--- config.mk ---
export PLATFORM = sky130hd
export DESIGN_NAME = logic_op_arbiter
export DESIGN_NICKNAME = d
export VERILOG_FILES = /design/src/rtl/logic_op_pkg.sv /design/src/rtl/logic_unit.sv /design/src/rtl/logic_op_arbiter.sv
export SDC_FILE = /design/constraint.sdc
export NUM_CORES = 1
export LEC_CHECK = 0
export CORE_ASPECT_RATIO = 1.1
export CORE_MARGIN = 10
export CORE_UTILIZATION = 46
export CTS_BUF_LIST = sky130_fd_sc_hd__clkbuf_4
export CTS_CLUSTER_SIZE = 12
export DETAILED_ROUTE_END_ITERATION = 7
export GPL_ROUTABILITY_DRIVEN = 0
export PLACE_DENSITY_LB_ADDON = 0.12
export SLEW_MARGIN = 40
export SYNTH_ARGS = -nofsm -noshare
export SYNTH_HDL_FRONTEND = slang
export SYNTH_HIERARCHICAL = 1
export SYNTH_SLANG_ARGS = --single-unit
--- constraint.sdc ---
create_clock -name clk -period 2.1 [get_ports clk]
set_input_delay 0.21 -clock clk [delete_from_list [all_inputs] [get_ports clk]]
set_output_delay 0.21 -clock clk [all_outputs]
set_load 0.01 [all_outputs]
--- src/rtl/logic_op_pkg.sv ---
// logic_op_pkg: op codes, op type and FSM states shared by the logic-op arbiter files.
package logic_op_pkg;
    localparam logic [2:0] OP_AND     = 3'd0;
    localparam logic [2:0] OP_OR      = 3'd1;
    localparam logic [2:0] OP_NAND    = 3'd2;
    localparam logic [2:0] OP_NOR     = 3'd3;
    localparam logic [2:0] OP_XNOR    = 3'd4;
    localparam logic [2:0] OP_XOR     = 3'd5;
    localparam logic [2:0] OP_NOTA    = 3'd6;
    localparam logic [2:0] OP_ILLEGAL = 3'b111;
    typedef logic [2:0] op_t;
    typedef enum logic [1:0] {IDLE, EXEC, RESP} state_t;
endpackage

--- src/rtl/logic_unit.sv ---
// logic_unit: combinational W-bit bitwise op evaluation; illegal op yields zero with err.
module logic_unit
    import logic_op_pkg::*;
#(
    parameter int W = 8
) (
    input  op_t          op_i,
    input  logic [W-1:0] a_i,
    input  logic [W-1:0] b_i,
    output logic [W-1:0] res_o,
    output logic         err_o
);
    always_comb begin
        res_o = '0;
        err_o = (op_i == OP_ILLEGAL);
        case (op_i)
            OP_AND:  res_o = a_i & b_i;
            OP_OR:   res_o = a_i | b_i;
            OP_NAND: res_o = ~(a_i & b_i);
            OP_NOR:  res_o = ~(a_i | b_i);
            OP_XNOR: res_o = ~(a_i ^ b_i);
            OP_XOR:  res_o = a_i ^ b_i;
            OP_NOTA: res_o = ~a_i;
            default: res_o = '0;
        endcase
    end
endmodule

--- src/rtl/logic_op_arbiter.sv ---
// logic_op_arbiter: round-robin sharing of one logic_unit among N requesters with a registered response.
// Define LOGIC_OP_ARBITER_STATS_EN to add per-requester 16-bit saturating grant counters.
module logic_op_arbiter
    import logic_op_pkg::*;
#(
    parameter int N   = 4,
    parameter int W   = 8,
    parameter int IDW = 2
) (
    input  logic           clk,
    input  logic           rst_n,
    input  logic [N-1:0]   req_valid,
    output logic [N-1:0]   req_ready,
    input  logic [3*N-1:0] req_op,
    input  logic [W*N-1:0] req_a,
    input  logic [W*N-1:0] req_b,
    output logic [N-1:0]   resp_valid,
    input  logic [N-1:0]   resp_ready,
    output logic [W-1:0]   resp_data,
    output logic [IDW-1:0] resp_id,
    output logic           resp_err
`ifdef LOGIC_OP_ARBITER_STATS_EN
    ,
    input  logic            stat_clr,
    output logic [16*N-1:0] stat_cnt
`endif
);
    state_t         state_q, state_d;
    logic [IDW-1:0] rr_q, id_q, rid_q, g;
    op_t            op_q;
    logic [W-1:0]   a_q, b_q, data_q, res;
    logic           err_q, err, hit;

    // Descending scan so the lowest offset from the pointer is the final winner.
    always_comb begin
        g   = '0;
        hit = 1'b0;
        for (int k = N - 1; k >= 0; k--) begin
            if (req_valid[(int'(rr_q) + k) % N]) begin
                g   = IDW'((int'(rr_q) + k) % N);
                hit = 1'b1;
            end
        end
    end

    always_comb begin
        state_d = (state_q == IDLE) ? (hit ? EXEC : IDLE) :
                  (state_q == EXEC) ? RESP :
                  (resp_ready[id_q] ? IDLE : RESP);
    end

    assign req_ready  = (rst_n && state_q == IDLE && hit) ? N'(1) << g : '0;
    assign resp_valid = (state_q == RESP) ? N'(1) << id_q : '0;
    assign resp_data  = data_q;
    assign resp_id    = rid_q;
    assign resp_err   = err_q;

    logic_unit #(.W(W)) u_logic_unit (
        .op_i  (op_q),
        .a_i   (a_q),
        .b_i   (b_q),
        .res_o (res),
        .err_o (err)
    );

    always_ff @(posedge clk) begin
        if (!rst_n) begin
            state_q <= IDLE;
            rr_q    <= '0;
            id_q    <= '0;
            rid_q   <= '0;
            op_q    <= '0;
            a_q     <= '0;
            b_q     <= '0;
            data_q  <= '0;
            err_q   <= 1'b0;
        end else begin
            state_q <= state_d;
            if (state_q == IDLE && hit) begin
                id_q <= g;
                op_q <= req_op[3*g +: 3];
                a_q  <= req_a[W*g +: W];
                b_q  <= req_b[W*g +: W];
            end
            if (state_q == EXEC) begin
                data_q <= res;
                err_q  <= err;
                rid_q  <= id_q;
            end
            if (state_q == RESP && resp_ready[id_q])
                rr_q <= (id_q == IDW'(N - 1)) ? '0 : id_q + 1'b1;
        end
    end

`ifdef LOGIC_OP_ARBITER_STATS_EN
    logic [15:0] cnt_q [N];

    always_ff @(posedge clk) begin
        for (int i = 0; i < N; i++) begin
            if (!rst_n || stat_clr)
                cnt_q[i] <= '0;
            else if (req_ready[i] && cnt_q[i] != 16'hFFFF)
                cnt_q[i] <= cnt_q[i] + 16'd1;
        end
    end

    always_comb begin
        stat_cnt = '0;
        for (int i = 0; i < N; i++) stat_cnt[16*i +: 16] = cnt_q[i];
    end
`endif
endmodule
==> results of run 1 <==
==> logic make-up after synthesis <==
logic type / after synthesis / share of synthesized area (%)
AND/OR/NAND/NOR: 61 / 10.5
AO/OA/AOI/OAI: 91 / 26.7
adder cells (fa/ha/maj): 20 / 8.92
multiplexers: 42 / 15.4
buffers and inverters: 46 / 10.3
XOR/XNOR: 8 / 2.50
flip-flops: 36 / 25.7
==> metrics by stage <==
step / hold WS [ns] / util, % / total power [mW]
finish: 0.473 / 68.2 / 2.31
global route: 0.500 / 68.2 / 2.48
CTS: 0.478 / 68.2 / 2.32
detailed placement: 0.461 / 67.1 / 1.95
global placement: 0.454 / 67.1 / 1.93
floorplan: 0.358 / - / 1.57
==> sequential cells by signal, indices dropped and copies added, names as in the netlist <==
signal and count:
resp_err 1, op_q 3, a_q 8, id_q 2
resp_data 8, rr_q 2, state_q 2, resp_id 2
b_q 8
==> power by group <==
group,switching [mW],total (mW),internal [mW]
logic,0.504,1.07,0.564
clock network,0.239,0.368,0.129
registers,0.0969,0.872,0.775
total,0.840,2.31,1.47
==> worst max path at each step <==
stage / endpoint / from / slack [ns] / cells past startpoint
2_1_floorplan: req_ready[0] / rr_q[1]$_SDFFE_PN0P_ / 0.54 / 7
3_3_place_gp: req_ready[0] / req_valid[0] / -0.11 / 6
3_5_place_dp: req_ready[0] / req_valid[0] / -0.12 / 6
4_1_cts: resp_valid[1] / state_q[1]$_SDFF_PP0_ / 0.08 / 3
5_1_grt: resp_valid[1] / state_q[1]$_SDFF_PP0_ / 0.004 / 3
6_report: resp_valid[1] / state_q[1]$_SDFF_PP0_ / 0.09 / 3
==> repair_timing <==
item / CTS / global route
setup buffers: 1 / 0
resized for setup: 10 / 0
hold endpoints to repair: 0 / 0
setup endpoints to repair: 4 / 0
==> layer usage <==
layer	share of wire, %	global-route usage, %	vias up
li1	-	-	1317
met1	43	19.3	1210
met2	50	30.8	80
met3	6.6	5.28	9
met4	0.99	4.15	0
met5	0	0	-
==> synthesized netlist by cell type, drive strengths merged <==
cell    number
nor3         4
a21oi       12
clkbuf       8
mux2i       41
mux4         1
o22ai        1
a211o        8
nor2b        4
and3         3
nand2b       4
nand2       26
dfxtp       36
o21a         2
nor4         1
o21ai       20
xor2         8
o22a         1
and2         6
ha          20
a221oi      19
or3          1
buf         18
o211a        8
nor2        11
a21boi      12
or2          1
o221ai       8
inv         20
==> cell usage in the layout, fill, tap and decap left out, types with 2 or more instances in the layout <==
cell / Yosys / routed
clkdlybuf4s50_1: 0 / 98
nor2_1: 11 / 11
a221oi_2: 13 / 13
dlygate4sd2_1: 0 / 6
nor2b_1: 4 / 4
a21oi_1: 12 / 11
o211a_1: 8 / 8
o221ai_1: 8 / 8
dfxtp_1: 36 / 35
ha_1: 20 / 20
nand2_1: 26 / 26
mux2i_1: 41 / 41
inv_1: 20 / 20
buf_4: 3 / 20
nor3_1: 2 / 2
buf_12: 2 / 2
a21boi_0: 11 / 11
o21a_1: 2 / 2
and2_1: 6 / 6
a221oi_1: 6 / 6
clkbuf_4: 1 / 5
xor2_1: 8 / 8
a211o_1: 8 / 8
nand2b_1: 4 / 4
and3_1: 3 / 3
o21ai_0: 20 / 20
==> area by class of cell <==
| class | count | area (um^2) | share of cell area [%] |
|---|---|---|---|
| multi-input cells | 222 | 1810 | 45.4 |
| repair buffers | 126 | 1220 | 30.7 |
| flip-flops and latches | 36 | 724 | 18.2 |
| well taps | 77 | 96.3 | 2.42 |
| inverters | 20 | 75.1 | 1.88 |
| clock buffers | 5 | 37.5 | 0.942 |
| clock inverters | 3 | 17.5 | 0.439 |
==> critical path, delay by kind of cell (launching register included) <==
family,cells,cell delay (ns)
simple gates,2,0.46
buf+inv,1,0.54
flops,1,0.45
==> impl_table.tex, run 1 <==
\begin{tabular}{lr}
\hline
Metric & Value \\
\hline
\multicolumn{2}{l}{\textbf{Run status}} \\
Status & complete, no violations \\
\multicolumn{2}{l}{\textbf{Floorplanning}} \\
Die Width & roughly 94 um \\
Die Footprint & between 9000 and 10000 um\^{}2 \\
Starting density of the core & between 40\% and 50\% \\
I/O pin count & roughly 110 \\
Placement Rows & 29 \\
Std-Cell Core Area & approximately 5800 um\^{}2 \\
Die Height & a little over 100 um \\
\multicolumn{2}{l}{\textbf{Timing}} \\
Worst Slack Setup Final & around 0.089 ns \\
Final Hold Vio Count & 0 \\
Max Slew Vio Count & 0 \\
Setup repair after global routing missed its margin & no \\
Setup TNS & 0 ns \\
Time the worst path needs with I/O delays and setup & just over 2 ns \\
Clk\_skew & around 0.012 ns \\
Fin crit share & between 90 and 100\% \\
Pin slew with the least headroom to its limit & 0.481 ns \\
Number of endpoints failing setup at the final stage & 0 \\
Fmax achieved & 497 MHz \\
Worst relative slew slack & 67.9\% \\
\multicolumn{2}{l}{\textbf{Critical path}} \\
Register-to-Register Path Depth & 8 \\
Slack of the worst reg-to-reg path & 0.18 ns \\
Startpoint kind of the worst setup timing path & flip-flop \\
Required time at the worst-slack endpoint & 1.89 ns \\
Launch point of the worst reg-to-reg path & rr\_q[1]\$\_SDFFE\_PN0P\_ \\
Top fanout value on the critical path & 6 \\
Critical setup path kind & flip-flop to output port \\
Capturing element type of the critical path & output port \\
Slowest library cell on the worst path & clkdlybuf4s50\_1 \\
Worst path cell trace & nor2b\_1 -> and2\_1 -> clkdlybuf4s50\_1 \\
Crit-path max cell delay & $\sim$0.54 ns \\
Capture instance of the worst register-to-register path & a\_q[7]\$\_SDFFE\_PN0P\_ \\
Worst EP arrival & approximately 1.8 ns \\
\multicolumn{2}{l}{\textbf{Clock tree}} \\
CTS Buf Count & 5 \\
Buffer type at the clock tree root & clkbuf\_4 \\
Worst-Skew Late Latency & $\sim$0.34 ns \\
Number of H-tree levels & 2 \\
Clk buf depth & 2 \\
Count of hold buffers inserted by post-cts repair & 0 \\
Clock tree from TritonCTS & yes \\
CTS sink count & 36 \\
Register clock-pin slew on the reported worst setup and hold paths & about 0.12 ns \\
\multicolumn{2}{l}{\textbf{Power and ir drop}} \\
Power density normalized to cell area & a little under 600 nW/um\^{}2 \\
Static leakage & 1.66 nW \\
Maximum vdd drop & approximately 0.42 mV \\
\multicolumn{2}{l}{\textbf{Detailed routing}} \\
Count of vias placed by the detailed router & about 2600 \\
Routed Antenna Nets & 0 \\
WL/cell & 16.9 um \\
DRC violations left & 0 \\
Wirelength, routed & between 8000 and 9000 um \\
Number of iterations in the first detailed-routing pass & 4 \\
Initial detailed-routing violation count & 111 \\
Via density per instance & about 5.3 \\
\multicolumn{2}{l}{\textbf{Synth}} \\
Post-synthesis sequential element count & 36 \\
Proportion of netlist area held by the largest area contributor & $\sim$26\% \\
Net count after synthesis & between 400 and 500 \\
Post-Synthesis Cells & 304 \\
Synth warnings & 6 \\
Top area cells in the synthesized netlist & dfxtp\_1 26\%, mux2i\_1 15\%, ha\_1 8.9\%, a221oi\_2 7.0\%, o21ai\_0 3.6\% \\
Syn Area/Cell & $\sim$9 um\^{}2 \\
Yosys cell types & 37 \\
Library cell occupying the most area in the post-synthesis netlist & dfxtp\_1 \\
Sequential area share after synthesis & about a quarter \\
Cell area after synthesis & about 2800 um\^{}2 \\
\multicolumn{2}{l}{\textbf{Global route}} \\
Overflow left after global routing & 0 \\
Antenna violations before repair & 0 \\
GR Util All Layers & roughly 17\% \\
Wire length of the first global-routing pass & 13500 um \\
Via count of the first global-routing pass & roughly 2700 \\
Largest net degree at the start of global routing & 36 \\
\multicolumn{2}{l}{\textbf{Final layout}} \\
Post-Layout Cell Count & a little under 500 \\
Diodes inserted & 0 \\
Synthesis-to-layout area growth & 42.1\% \\
Filler cell count in the final layout & 493 \\
Fraction of layout instances using a drive strength above 1 & a little under an eighth \\
Area of all placed cells without fillers & between 3000 and 4000 um\^{}2 \\
Layout Nets & approximately 520 \\
\multicolumn{2}{l}{\textbf{Placed design}} \\
Placed instance area & roughly 3900 um\^{}2 \\
DP Wirelength & around 6600 um \\
PortBufs & 104 \\
Inst Count DP & 480 \\
Setup slack at placement & -0.124 ns \\
\multicolumn{2}{l}{\textbf{Hold path}} \\
Cells on Worst Hold Path & 2 \\
HP Class & flip-flop to flip-flop \\
Sink of the worst hold path & resp\_data[1]\$\_SDFFE\_PN0N\_ \\
Worst Hold Launch & resp\_data[1]\$\_SDFFE\_PN0N\_ \\
\multicolumn{2}{l}{\textbf{Job}} \\
Max-cap check violation count & 0 \\
\hline
\end{tabular}
No activity file was read; power rests on OpenSTA's default activity.
==> inputs of run 2 (changes only) <==
Settings changed: HOLD_SLACK_MARGIN set to 0.05.
==> results of run 2 <==
Same layout as run 1: the final DEF is identical, and so are final timing and power.
==> inputs of run 3 (changes only) <==
Settings changed: SETUP_SLACK_MARGIN set to 0.02.
==> run 3 against run 2 <==
Against the previous run:
- register-to-register slack gained 0.04 ns
- critical path depth unchanged
- first-iteration DRC count up 14%
- clock power is essentially flat
- cell count down 0.20%
- fmax rose by 3.2%
- worst hold slack worse by 0.00094 ns
- via count decreased by 1.5%
- sequential share of layout area about the same
- critical path type unchanged
==> impl_table.tex, run 3 (synthesis gave the netlist of run 1 again) <==
\begin{tabular}{lr}
\hline
Metric & Value \\
\hline
\multicolumn{2}{l}{\textbf{Job}} \\
Max-cap check violation count & 0 (unchanged) \\
\multicolumn{2}{l}{\textbf{Global route}} \\
Antenna violations before repair & 0 (unchanged) \\
GR Util All Layers & 17.2\% (unchanged) \\
Largest net degree at the start of global routing & 36 (unchanged) \\
Via count of the first global-routing pass & 2741 (unchanged) \\
Overflow left after global routing & 0 (unchanged) \\
Wire length of the first global-routing pass & 13500 um (unchanged) \\
\multicolumn{2}{l}{\textbf{Clock tree}} \\
CTS sink count & 36 (unchanged) \\
CTS Buf Count & 5 (unchanged) \\
Clock tree from TritonCTS & yes \\
Register clock-pin slew on the reported worst setup and hold paths & 0.12 ns (about the same) \\
Clk buf depth & 2 (unchanged) \\
Number of H-tree levels & 2 (unchanged) \\
Worst-Skew Late Latency & 0.34 ns (about the same) \\
Buffer type at the clock tree root & clkbuf\_4 \\
Count of hold buffers inserted by post-cts repair & 0 (unchanged) \\
\multicolumn{2}{l}{\textbf{Detailed routing}} \\
WL/cell & 17.0 um (+0.20\%) \\
Count of vias placed by the detailed router & 2577 (-1.5\%) \\
Initial detailed-routing violation count & 126 (+14\%) \\
Via density per instance & 5.28 (-1.3\%) \\
DRC violations left & 0 (unchanged) \\
Wirelength, routed & 8270 um (unchanged) \\
Number of iterations in the first detailed-routing pass & 4 (unchanged) \\
Routed Antenna Nets & 0 (unchanged) \\
\multicolumn{2}{l}{\textbf{Critical path}} \\
Startpoint kind of the worst setup timing path & flip-flop \\
Required time at the worst-slack endpoint & 1.89 ns (about the same) \\
Top fanout value on the critical path & 6 (unchanged) \\
Slack of the worst reg-to-reg path & 0.22 ns (+0.04 ns) \\
Critical setup path kind & flip-flop to output port \\
Worst EP arrival & 1.74 ns (-0.06 ns) \\
Capturing element type of the critical path & output port \\
\multicolumn{2}{l}{\textbf{Power and ir drop}} \\
Share of total power consumed by net switching & 36.4\% (about the same) \\
Net Sw Power & 0.840 mW (about the same) \\
Clock Power Share & 16.0\% (about the same) \\
Int Pwr & 1.47 mW (about the same) \\
Maximum vdd drop & 0.421 mV (+0.43\%) \\
Static leakage & 1.65 nW (-0.26\%) \\
Sequential fraction of design power & 37.8\% (about the same) \\
Logic pwr share & 46.2\% (about the same) \\
Power density normalized to cell area & 579 nW/um\^{}2 (about the same) \\
\multicolumn{2}{l}{\textbf{Floorplanning}} \\
Die Height & 102 um (unchanged) \\
Die Width & 94.5 um (unchanged) \\
I/O pin count & 105 (unchanged) \\
Die Footprint & 9630 um\^{}2 (unchanged) \\
Std-Cell Core Area & 5840 um\^{}2 (unchanged) \\
Placement Rows & 29 (unchanged) \\
Starting density of the core & 48.0\% (unchanged) \\
\multicolumn{2}{l}{\textbf{Run status}} \\
Status & complete, no violations \\
\multicolumn{2}{l}{\textbf{Timing}} \\
Number of endpoints failing setup at the final stage & 0 (unchanged) \\
Fmax achieved & 513 MHz (+3.2\%) \\
Max Slew Vio Count & 0 (unchanged) \\
Fin crit share & 92.8\% (-3.0 points) \\
Pin slew with the least headroom to its limit & 0.465 ns (-0.0162 ns) \\
Final Hold Vio Count & 0 (unchanged) \\
Setup repair after global routing missed its margin & no \\
Time the worst path needs with I/O delays and setup & 1.95 ns (-0.0625 ns) \\
Post-route worst hold slack & 0.473 ns (-0.000937 ns) \\
Clk\_skew & 0.0123 ns (+0.000483 ns) \\
Worst relative slew slack & 69.0\% (+1.1 points) \\
\multicolumn{2}{l}{\textbf{Final layout}} \\
Most used cells in the layout excluding fill and tap cells & 98 x clkdlybuf4s50\_1, 41 x mux2i\_1, 34 x dfxtp\_1 \\
Most common cell after layout, fill and taps aside & clkdlybuf4s50\_1 \\
Sequential cell area & 726 um\^{}2 (+0.17\%) \\
Synthesis-to-layout area growth & 42.0\% (about the same) \\
Area of the multi-input gates & 1810 um\^{}2 (+0.14\%) \\
Post-Layout Cell Count & 488 (-0.20\%) \\
Layout Nets & 516 (-0.19\%) \\
Post-layout utilization of the core & 68.2\% (about the same) \\
Diodes inserted & 0 (unchanged) \\
Fraction of layout instances using a drive strength above 1 & 11.9\% (+0.27 points) \\
Area of all placed cells without fillers & 3980 um\^{}2 (about the same) \\
Filler cell count in the final layout & 494 (+0.20\%) \\
\multicolumn{2}{l}{\textbf{Hold path}} \\
HP Class & flip-flop to flip-flop \\
\multicolumn{2}{l}{\textbf{Placed design}} \\
Placed instance area & 3920 um\^{}2 (unchanged) \\
DP Wirelength & 6590 um (unchanged) \\
Inst Count DP & 480 (unchanged) \\
PortBufs & 104 (unchanged) \\
\hline
\end{tabular}
## run 3: per-stage QoR
stage	power [mW]	setup TNS, ns	worst slack (ns)
6_report	2.31	0	0.151
5_1_grt	2.47	0	0.0775
4_1_cts	2.32	0	0.0785
3_3_place_gp	1.93	-0.465	-0.110
3_5_place_dp	1.95	-1.39	-0.124
2_1_floorplan	1.57	0	0.537
## run 3: worst paths after layout
check | depth (start not counted) | end | from
hold reg to reg | 2 | resp_data[1]$_SDFFE_PN0N_ | resp_data[1]$_SDFFE_PN0N_
setup reg to reg | 7 | b_q[6]$_SDFFE_PN0P_ | rr_q[1]$_SDFFE_PN0P_
setup / recovery | 3 | resp_valid[1] | state_q[1]$_SDFF_PP0_
hold / removal | 2 | resp_data[1]$_SDFFE_PN0N_ | resp_data[1]$_SDFFE_PN0N_
## run 3: cell type report
class,instances,share of cell area (%)
tap,77,2.42
sequential,36,18.2
inverter,20,1.89
clock buffer,5,0.943
multi-input combinational,222,45.6
timing repair buffer,125,30.5
clock inverter,3,0.440
## run 3: layer usage
metal	track usage [%]	wire, um
met5	0	0
met4	4.15	66
met3	5.28	542
met2	30.8	4080
met1	19.3	3590
## run 3: what timing repair did
item,4_1_cts,5_1_grt
buffers inserted,1,0
gates resized for setup,10,2
pin swaps,1,0
endpoints found under the setup margin,4,5
## run 3: power by group through the flow
stage,clock (mW),sequential (mW),combinational (mW)
after floorplan,0,0.860,0.712
after global placement,0,0.887,1.04
after detailed placement,0,0.885,1.07
after CTS,0.377,0.872,1.07
after global routing,0.406,0.887,1.18
final,0.368,0.872,1.07
## run 3: worst max-delay path, cell delays in order (launching register included)
cell             delay, ns
dfxtp_1               0.45
nor2b_2               0.24
and2_1                0.16
clkdlybuf4s50_1       0.54
